$ cat src/rtl/unidade_de_busca.sv
// unidade_de_busca -- instruction fetch and sequencing unit.
//
// Holds the program counter and fetches 32-bit words from instruction memory
// over a request/acknowledge handshake. Each latched instruction is presented
// to the control unit. The resolved jump/branch/call/return outcome that comes
// back from execute selects the next PC. A hardware return-address stack
// supports call/return.
//
// Handshake semantics:
//   imem_req/imem_ack  : imem_req is high for every cycle in FETCH.
//                        imem_addr is held stable until a cycle with imem_ack=1
//                        completes the fetch. imem_ack is ignored in all other
//                        states, and an ack in the same cycle imem_req rises is
//                        legal.
//   instr_valid/ctrl_ack : instr_valid is high for every cycle in ISSUE.
//                        instr, opcode, opex and pc_atual are held stable.
//                        The cycle with ctrl_ack=1 consumes the instruction,
//                        and salto/desvio/cond/empilha/desempilha/alvo are
//                        sampled in that same cycle. They are ignored in all
//                        other cycles.
//
// Ports:
//   clock, reset          rising-edge clock, asynchronous active-high reset
//   imem_addr/req/ack/data instruction memory fetch port
//   instr, opcode, opex,  latched instruction and fields, address it came from
//   pc_atual
//   instr_valid, ctrl_ack issue handshake to/from execute
//   salto, desvio, cond,  control-flow outcome for the issued instruction
//   empilha, desempilha,
//   alvo
//   pilha_vazia/cheia     registered return-stack occupancy flags
//   erro_pilha            sticky stack overflow/underflow flag
//   parado                HALT word fetched; only reset leaves this state
//   estado                current FSM state (debug observation)

module unidade_de_busca #(
    parameter int ADDR_W      = 10,
    parameter int STACK_DEPTH = 8,
    parameter int RESET_PC    = 0
) (
    input  logic              clock,
    input  logic              reset,
    output logic [ADDR_W-1:0] imem_addr,
    output logic              imem_req,
    input  logic              imem_ack,
    input  logic [31:0]       imem_data,
    output logic [31:0]       instr,
    output logic [5:0]        opcode,
    output logic [5:0]        opex,
    output logic [ADDR_W-1:0] pc_atual,
    output logic              instr_valid,
    input  logic              ctrl_ack,
    input  logic              salto,
    input  logic              desvio,
    input  logic              cond,
    input  logic              empilha,
    input  logic              desempilha,
    input  logic [ADDR_W-1:0] alvo,
    output logic              pilha_vazia,
    output logic              pilha_cheia,
    output logic              erro_pilha,
    output logic              parado,
    output logic [1:0]        estado
);

    localparam int IDX_W = $clog2(STACK_DEPTH);
    // One extra bit so that "full" (sp == STACK_DEPTH) is representable.
    localparam int SP_W  = IDX_W + 1;
    localparam logic [SP_W-1:0]   SP_CHEIO = SP_W'(STACK_DEPTH);
    localparam logic [31:0]       PALAVRA_HALT = 32'hFFFF_FFFF;

    typedef enum logic [1:0] {
        IDLE  = 2'd0,
        FETCH = 2'd1,
        ISSUE = 2'd2,
        HALT  = 2'd3
    } estado_t;

    estado_t           est, est_prox;
    logic [ADDR_W-1:0] pc, pc_prox, pc_inc;
    logic [SP_W-1:0]   sp, sp_prox;
    logic              erro_prox;
    logic              carrega;    // latch imem_data / pc into instr / pc_atual
    logic              push;       // write return address at stack[sp]
    logic [IDX_W-1:0]  idx_push;
    logic [IDX_W-1:0]  idx_topo;

    logic [ADDR_W-1:0] pilha [STACK_DEPTH];

    // pc+1 doubles as the return address, and both wrap at 2^ADDR_W.
    assign pc_inc   = pc + ADDR_W'(1);
    assign idx_push = sp[IDX_W-1:0];
    assign idx_topo = IDX_W'(sp - SP_W'(1));

    // Next-state and next-PC selection.
    always_comb begin
        est_prox  = est;
        pc_prox   = pc;
        sp_prox   = sp;
        erro_prox = erro_pilha;
        carrega   = 1'b0;
        push      = 1'b0;
        case (est)
            IDLE: est_prox = FETCH;
            FETCH: begin
                if (imem_ack) begin
                    carrega  = 1'b1;
                    est_prox = (imem_data == PALAVRA_HALT) ? HALT : ISSUE;
                end
            end
            ISSUE: begin
                if (ctrl_ack) begin
                    est_prox = FETCH;
                    // Priority: return > call > jump > taken branch > sequential.
                    if (desempilha) begin
                        if (sp != '0) begin
                            sp_prox = sp - SP_W'(1);
                            pc_prox = pilha[idx_topo];
                        end else begin
                            erro_prox = 1'b1;
                            pc_prox   = pc_inc;
                        end
                    end else if (empilha) begin
                        // A call on a full stack still jumps, but it loses the
                        // return address and raises the error flag.
                        if (sp != SP_CHEIO) begin
                            push    = 1'b1;
                            sp_prox = sp + SP_W'(1);
                        end else begin
                            erro_prox = 1'b1;
                        end
                        pc_prox = alvo;
                    end else if (salto || (desvio && cond)) begin
                        pc_prox = alvo;
                    end else begin
                        pc_prox = pc_inc;
                    end
                end
            end
            HALT: est_prox = HALT;
            default: est_prox = IDLE;
        endcase
    end

    always_ff @(posedge clock or posedge reset) begin
        if (reset) begin
            est         <= IDLE;
            pc          <= ADDR_W'(RESET_PC);
            sp          <= '0;
            erro_pilha  <= 1'b0;
            instr       <= '0;
            pc_atual    <= '0;
            pilha_vazia <= 1'b1;
            pilha_cheia <= 1'b0;
        end else begin
            est         <= est_prox;
            pc          <= pc_prox;
            sp          <= sp_prox;
            erro_pilha  <= erro_prox;
            // Flags are computed from the next sp, so they change in the
            // same cycle as sp does.
            pilha_vazia <= (sp_prox == '0);
            pilha_cheia <= (sp_prox == SP_CHEIO);
            if (carrega) begin
                instr    <= imem_data;
                pc_atual <= pc;
            end
        end
    end

    // Stack storage needs no reset: entries are only read below sp.
    always_ff @(posedge clock) begin
        if (push) begin
            pilha[idx_push] <= pc_inc;
        end
    end

    assign imem_addr   = pc;
    assign imem_req    = (est == FETCH);
    assign instr_valid = (est == ISSUE);
    assign parado      = (est == HALT);
    assign opcode      = instr[31:26];
    assign opex        = instr[5:0];
    assign estado      = est;

endmodule

$ cat config.mk
export PLATFORM = sky130hd
export DESIGN_NAME = unidade_de_busca
export DESIGN_NICKNAME = d
export VERILOG_FILES = /design/src/rtl/unidade_de_busca.sv
export SDC_FILE = /design/constraint.sdc
export NUM_CORES = 1
export LEC_CHECK = 0
export ABC_AREA = 0
export CAP_MARGIN = 30
export CORE_UTILIZATION = 49
export CTS_BUF_LIST = sky130_fd_sc_hd__clkbuf_4 sky130_fd_sc_hd__clkbuf_8
export DETAILED_ROUTE_END_ITERATION = 8
export DONT_BUFFER_PORTS = 1
export HOLD_SLACK_MARGIN = 0.05
export PLACE_DENSITY_LB_ADDON = 0.1
export SLEW_MARGIN = 25
export SYNTH_ARGS = -nofsm -noshare
export SYNTH_HDL_FRONTEND = slang
export SYNTH_SLANG_ARGS = --single-unit
$ cat constraint.sdc
create_clock -name clock -period 8.3 [get_ports clock]
set_clock_uncertainty 0.1 [all_clocks]
set_input_delay 1.245 -clock clock [delete_from_list [all_inputs] [get_ports clock]]
set_output_delay 1.245 -clock clock [all_outputs]
set_load 0.01 [all_outputs]
# Word level (Yosys, flattened, before mapping)
# Memories as Yosys holds them, arrays and structs flattened.
# Index checks and enable logic that the tools add are counted.
[totals]
register_bits = 61
in_bits = 51
out_inout_bits = 72
wordCells = 58
memories = 1
mem_bits_rw = 80
[memory_table]
columns = ["memory", "depth", "word_bits", "rd", "rd_ports_with_merged_regs", "write_ports", "line", "source"]
rows = [
  ["pilha", 8, 10, 1, 0, 1, "88", "logic [ADDR_W-1:0] pilha [STACK_DEPTH];"],
]
[op_classes]
add_sub_neg = 3
n_reduce_logical = 9
eq_ne = 10
mux = 27
[op_table]
columns = ["operator", "count"]
rows = [
  ["two-way mux 10 bit", 4],
  ["== test 32 bit, second input constant", 1],
  ["two-way mux 4 bit", 6],
  ["two-way mux 1 bit", 14],
  ["adder 10 x 1 -> 10 bit, second input constant", 1],
  ["case mux 2 bit (4 select lines)", 1],
  ["AND reduction 5 bit", 1],
  ["adder 4 x 1 -> 4 bit, second input constant", 1],
  ["== test 2 bit, second input constant", 2],
  ["== test 4 bit, second input constant", 1],
  ["zero test 4 bit", 1],
  ["two-way mux 2 bit", 2],
  ["inequality test 2 x 1 -> 1 bit, second input constant", 2],
  ["inequality test 2 bit, second input constant", 2],
  ["inequality test 4 bit, second input constant", 1],
  ["AND reduction 2 bit", 2],
  ["nonzero test 4 bit", 1],
  ["subtractor 4 x 1 -> 4 bit, second input constant", 1],
  ["== test 2 x 1 -> 1 bit, second input constant", 1],
  ["zero test 2 bit", 1],
  ["nonzero test 2 bit", 1],
  ["logical AND 1 bit", 1],
  ["logical OR 1 bit", 1],
]

# Longest topological paths before layout
# Gate-level depths: netlist of the first run.
[logic_depth]
word_depth = 8
depth_mapped = 10
mapped_depth_nobuf = 7

# Worst setup path after synthesis of the first run
# OpenSTA, ideal clock, no wires.
[synth_timing]
path_kind = "input-to-reg"
start = "in ctrl_ack"
end = "mem pilha[0][0] (enable)"
arrival_ps = 2477
stages = 5
t_required_ps = 7810
path_slack_ps = 5334
setup_time_ps = 390
path_buffers = 1
cell_sequence = "nand3b_4 > buf_2 > nor2_1 > nand2_1 > nor3_1"
[synth_between]
elab_chain_cells = 4
[synth_rtl]
columns = ["item", "line", "source"]
rows = [
  ["from (decl)", "52", "input logic ctrl_ack,"],
  ["two-way mux 1 bit", "112", "if (ctrl_ack) begin"],
  ["two-way mux 1 bit", "103", "case (est)"],
  ["two-way mux 1 bit", "173", "if (push) begin"],
  ["two-way mux 1 bit (implied by the code)", "174", "pilha[idx_push] <= pc_inc;"],
  ["to (decl)", "88", ""],
]
# No other way between the ends.

# Worst setup path in the final report of the first run
[layout_timing]
start = "reg sp[0]"
end = "mem pilha[5][5] (enable)"
[layout_between]
elab_chain_cells = 8
[layout_rtl]
columns = ["item", "line", "source"]
rows = [
  ["from (decl)", "81", "logic [SP_W-1:0] sp, sp_prox;"],
  ["from (signal assigned)", "158", "sp <= sp_prox;"],
  ["inequality test 4 bit", "126", "if (sp != SP_CHEIO) begin"],
  ["two-way mux 1 bit", "126", ""],
  ["two-way mux 1 bit", "123", "end else if (empilha) begin"],
  ["two-way mux 1 bit", "115", "if (desempilha) begin"],
  ["two-way mux 1 bit", "112", ""],
  ["two-way mux 1 bit", "103", ""],
  ["two-way mux 1 bit", "173", ""],
  ["two-way mux 1 bit (implied by the code)", "174", ""],
]
# Several ways; a longest one is shown, not always the timed one.

==> run_results.csv, run 1 <==
group,metric,value,unit
cts,cts_made_buffers,17,
drt,drt_first_pass_iters,4,
final_layout,layout.nets,470,
status,status,"completed",
synth,yosysWarningCount,0,
sta,tns,0,ps
job,cap_violations,0,
critical_path,reg2reg_depth,8,
critical_path,cp_max_fo,24,
sta,maxSlewViolCount,0,
cts,htree_levels,4,
power_and_ir_drop,p_total,2.12,mW
synth,ys_types,62,
critical_path,worstSetupStartpointType,"flop",
hold_path,hold_start,"erro_pilha",
floorplan,dieArea,13200,um2
global_routing,grt_overflow_total,0,
critical_path,rrSetupSlack,5260,ps
power_and_ir_drop,p_per_area,318,nW/um2
synth,ys_seq_area_frac,0.631,
sta,final.period_utilization,0.367,
cts,post_cts_buffers,0,
global_routing,grt_usage,0.223,
cts,clk_path_buf_depth,2,
global_routing,grt_pass1_vias,3626,
floorplan,initial_core_util,0.510,
sta,worst_slew_pin_slew,997,ps
critical_path,worstPathRequired,8270,ps
final_layout,layout-drive-gt1-share,0.214,
floorplan,rows,40,
sta,setup_violations,0,
sta,slew_headroom,0.331,
synth,synth_edf_count,80,
drt,drc_errors,0,
floorplan,coreArea,12200,um2
drt,wirelength,13500,um
hold_path,hold_depth,2,
drt,dr.first_iter.drc_count,207,
critical_path,worst_r2r_endpoint,"pilha[5][5]",
power_and_ir_drop,leakage,2.47,nW
floorplan,dieWidth,115,um
floorplan,die_y,115,um
sta,rsz0062_at_grt,"no",
sta,setup_ws,5260,ps
global_routing,grt_max_degree,62,
final_layout,syn2layout_area_growth,7.30,%
critical_path,crit_arrival,3010,ps
power_and_ir_drop,vdd_ir_drop_max,0.141,mV
cts,ctsHoldBuffers,0,
cts,clk_latency,450,ps
hold_path,min-delay-path-class,"flop to flop",
synth,syn-cell-area,6220,um2
synth,async_flop_share,0.433,
critical_path,rr_startpoint,"sp[0]",
drt,vias,3543,
cts,cts_tree,"yes",
cts,cts_resized,0,
cts,cts_root_buf,"clkbuf_8",
critical_path,crit_path_end_kind,"flop",
drt,antenna_left,0,
placed_design,numPortBuffers,0,
placed_design,gp_congestion,0.835,
hold_path,worstHoldEndpoint,"erro_pilha",
global_routing,antenna_found_initial,1,
synth,synth.avg_cell_area,14.8,um2
synth,synth_ff_type,"edfxtp_1",
sta,period_minus_slack,3040,ps
critical_path,worstSetupPathType,"flop to flop",
floorplan,ios,123,
sta,finalHoldViolCount,0,
drt,vias_per_cell,5.93,
sta,max_freq,0.329,GHz
placed_design,dpl.hpwl,9510,um
synth,synth_nets,474,
synth,synth_seq_cells,141,
cts,clkTransAtPathRegs,70,ps
final_layout,num_antenna_cells,0,
drt,routedWlPerCell,22.7,um
cts,cts.sinks,141,
placed_design,dpl_worst_slack,5170,ps
global_routing,grt_pass1_wl,20700,um
synth,postSynthCellCount,420,
-- layout by cell type, fill, tap and decap left out, types with 3 or more instances in the layout --
| cell type | synthesis | final |
|---|---|---|
| edfxtp_1 | 80 | 80 |
| buf_4 | 12 | 9 |
| xnor2_1 | 6 | 6 |
| clkinv_1 | 0 | 3 |
| nor3_1 | 10 | 10 |
| mux2_1 | 18 | 18 |
| a21oi_1 | 8 | 8 |
| ha_1 | 3 | 3 |
| a31oi_1 | 5 | 5 |
| and2_1 | 3 | 3 |
| nor2_1 | 27 | 27 |
| o21ai_1 | 4 | 4 |
| xor2_1 | 3 | 3 |
| a32o_1 | 3 | 3 |
| and3_1 | 4 | 4 |
| o21ai_0 | 9 | 9 |
| mux2i_1 | 4 | 4 |
| a211oi_1 | 4 | 4 |
| clkbuf_8 | 0 | 17 |
| clkinv_2 | 0 | 4 |
| nor4_1 | 4 | 4 |
| mux4_2 | 20 | 20 |
| nand3_1 | 7 | 7 |
| nand4_1 | 10 | 10 |
| nand2b_1 | 4 | 4 |
| nor2b_1 | 4 | 4 |
| nand2_1 | 18 | 18 |
| dfrtp_1 | 60 | 60 |
| mux2_2 | 23 | 23 |
| inv_1 | 8 | 7 |
| o21a_1 | 3 | 3 |
-- registers in the layout (all words and copies together) (netlist names) --
register,count
erro_pilha,1
pilha_cheia,1
imem_addr,10
pc_atual,10
pilha,80
instr,32
estado,2
pilha_vazia,1
sp,4
-- power by group --
group | total [mW] | internal [mW] | switching [mW]
sequential | 1.13 | 0.930 | 0.200
combinational | 0.473 | 0.211 | 0.262
clock | 0.518 | 0.269 | 0.249
total | 2.12 | 1.41 | 0.711
-- cell type report --
type                       instances  area, um2
inverter                           9       33.8
clock inverter                    13        124
tap                              168        210
timing repair buffer              10       82.6
multi-input combinational        237       2050
sequential                       141       3930
clock buffer                      19        249
fill                            1012       5530
-- Yosys cell counts, drive strengths merged, types with 4 or more instances --
master	number	area (um2)
xnor2	7	68.8
a21oi	8	40.0
mux2i	4	40.0
nand2b	4	25.0
dfrtp	60	1500
mux2	41	462
nor2	27	101
nand3	7	35.0
a211oi	5	50.1
buf	32	208
and3	4	25.0
edfxtp	80	2400
a31oi	5	31.3
nor3	10	50.1
inv	9	33.8
nor4	4	25.0
nand2	18	67.6
nor2b	4	25.0
mux4	20	450
o21ai	13	65.1
nand4	10	62.6
-- through the flow --
step            util  instance area (um2)  instances  hold slack, ps
6_report       0.547                 6680        597             464
5_1_grt        0.547                 6680        597             486
4_1_cts        0.544                 6640        593             469
3_5_place_dp   0.513                 6270        561             443
3_3_place_gp   0.513                 6260        560             445
2_1_floorplan      -                 6220        420             397
-- worst max-delay path by stage --
stage               startpoint           end  slack (ps)  cells past startpoint
floorplan             ctrl_ack   pilha[0][0]        5330                      5
global placement      ctrl_ack   pilha[3][2]        5210                      4
detailed placement       sp[0]  imem_addr[8]        5170                      8
CTS                      sp[0]  imem_addr[8]        5150                      8
global route             sp[0]   pilha[2][7]        5000                      8
finish                   sp[0]   pilha[5][5]        5260                      8
-- worst max-delay path: stages (launching register included) --
cell	delay [ps]
dfrtp_1	330
buf_4	390
inv_2	120
ha_1	330
and3b_1	250
nand2b_1	160
nor2_1	160
nand2_1	120
nor2_1	710
-- metal layers --
layer,GRT usage,routed length (um),vias to the layer above
met3,0.0762,1270,20
met2,0.368,6630,160
met4,0.0996,263,2
li1,-,-,1587
met5,0,11,-
met1,0.265,5360,1774
-- cells by family (layout without fill, tap and decap cells) --
kind of cell | Yosys count | in the layout | synth area share
AOI/OAI and AO/OA | 58 | 58 | 0.0690
xor gates and xnor gates | 10 | 10 | 0.0153
adders and majority gates | 3 | 3 | 0.00603
buffers and inverters | 42 | 51 | 0.0394
DFF | 141 | 141 | 0.631
muxes | 65 | 65 | 0.153
and+or+nand+nor | 101 | 101 | 0.0858
No activity file was read; power rests on OpenSTA's default activity.
==> run 2: changes to the inputs <==
Clock period 8.3 ns to 2.57 ns, I/O delays scaled along.
==> run_results.csv, run 2 (synthesized netlist as in run 1, its figures left out) <==
group,metric,value,unit
status,status,"completed",
placed_design,dpl_worst_slack,379,ps
sta,final.period_utilization,0.863,
power_and_ir_drop,vdd_ir_drop_max,0.433,mV
critical_path,crit_slowest_cell,"dfrtp_1",
critical_path,critPathBufInv,2,
sta,finalHoldViolCount,0,
floorplan,dieWidth,115,um
placed_design,dpl.hpwl,9410,um
floorplan,die_y,115,um
critical_path,worstSetupPathType,"flop to flop",
final_layout,final_area,7220,um2
power_and_ir_drop,p_per_area,962,nW/um2
drt,wl_met3,1230,um
floorplan,initial_core_util,0.510,
cts,cts_made_buffers,17,
global_routing,grt_pass1_vias,3799,
critical_path,critical-path-top-delay-family,"compound AO/OA/AOI/OAI gates",
cts,clk_latency,430,ps
drt,met1_length,5730,um
floorplan,ios,123,
final_layout,layout_common_cells,"edfxtp_1 (80), dfrtp_1 (60), dlygate4sd3_1 (39)",
cts,cts_tree,"yes",
floorplan,coreArea,12200,um2
sta,setup_violations,0,
final_layout,largest_reg_flops,80,
drt,vias,3752,
final_layout,final_cells,651,
power_and_ir_drop,leakage,2.71,nW
global_routing,antenna_found_initial,3,
placed_design,gp_congestion,0.814,
critical_path,cp_max_fo,8,
critical_path,crit_path_cell_trace,"inv_2 > ha_1 > nor3b_2 > buf_4 > nand2_1 > o21ai_0 > a221oi_2 > o41ai_2",
drt,vias_per_cell,5.76,
critical_path,worstSetupStartpointType,"flop",
drt,routedWlPerCell,21.1,um
sta,period_minus_slack,2220,ps
job,cap_violations,0,
drt,route.met2.wl,6570,um
cts,clkTransAtPathRegs,80,ps
sta,worst_slew_pin_slew,695,ps
placed_design,numPortBuffers,0,
drt,antenna_left,0,
critical_path,worstPathRequired,2780,ps
sta,maxSlewViolCount,0,
drt,wirelength,13700,um
power_and_ir_drop,p_total,6.94,mW
final_layout,layout.nets,522,
critical_path,cp_slowest_stage_delay,400,ps
final_layout,layout-drive-gt1-share,0.229,
drt,drc_errors,0,
cts,clk_path_buf_depth,2,
drt,dr.first_iter.drc_count,211,
sta,slew_headroom,0.534,
cts,cts_root_buf,"clkbuf_8",
global_routing,grt_max_degree,44,
critical_path,crit_path_end_kind,"flop",
sta,max_freq,0.451,GHz
final_layout,top_regs,"pilha x80, instr x32",
final_layout,regMostFlops,"pilha",
placed_design,placed_cell_area,6440,um2
global_routing,grt_usage,0.219,
placed_design,dp.cells,578,
global_routing,grt_overflow_total,0,
final_layout,syn2layout_area_growth,15.9,%
sta,setup_ws,351,ps
drt,highest_layer,"met5",
cts,cts.sinks,141,
hold_path,min-delay-path-class,"input pin to flop",
drt,drt_first_pass_iters,4,
cts,post_cts_buffers,0,
cts,htree_levels,4,
floorplan,dieArea,13200,um2
final_layout,final_util,0.591,
global_routing,grt_pass1_wl,20900,um
floorplan,rows,40,
final_layout,layout_commonest_cell,"edfxtp_1",
critical_path,crit_arrival,2430,ps
sta,rsz0062_at_grt,"no",
run 2: changes by cell type in the layout (fill, tap and decap cells not counted), sizes merged:
cell         before  now
dlygate4sd3       0   39
buf              10   23
inv              10   16
clkinv            8    3
diode             0    2
bufinv            2    1
run 2: where the power goes:
group	leakage (nW)	internal, mW	total (mW)	switching (mW)
registers	1.47	3.00	3.66	0.665
logic	1.05	0.805	1.61	0.800
clock network	0.191	0.809	1.67	0.863
run 2: worst paths after layout:
check,startpoint,to,slack [ps],depth (start not counted)
max,sp[0],imem_addr[8],350,8
min,desempilha,erro_pilha,80,2
max reg2reg,sp[0],imem_addr[8],350,8
min reg2reg,erro_pilha,erro_pilha,450,2
max in group asynchronous,reset,estado[0],1410,3
min in group asynchronous,reset,pc_atual[9],370,2
run 2: metrics by stage:
step	setup TNS (ps)	hold slack, ps
after floorplan	-3570	397
after global placement	0	260
after detailed placement	0	266
after CTS	0	53.9
after global routing	0	69.1
final	0	80.4
run 2: layer usage:
metal,vias to the layer above,track usage
met5,-,0
met3,20,0.0704
met4,2,0.0771
met1,1868,0.269
met2,164,0.368
li1,1698,-
run 2: cell type report:
class                   instances  area [um2]
diodes                          2        5.00
clock buffers                  19         249
clock inverters                13         129
fillers                       992        5000
inverters                       9        33.8
multi-input cells             237        2060
flip-flops and latches        141        3930
well taps                     168         210
repair buffers                 62         601
run 2: repair_timing:
item,in CTS,in global routing
hold buffers,39,0
hold endpoints to repair,62,0
resized for setup,0,0
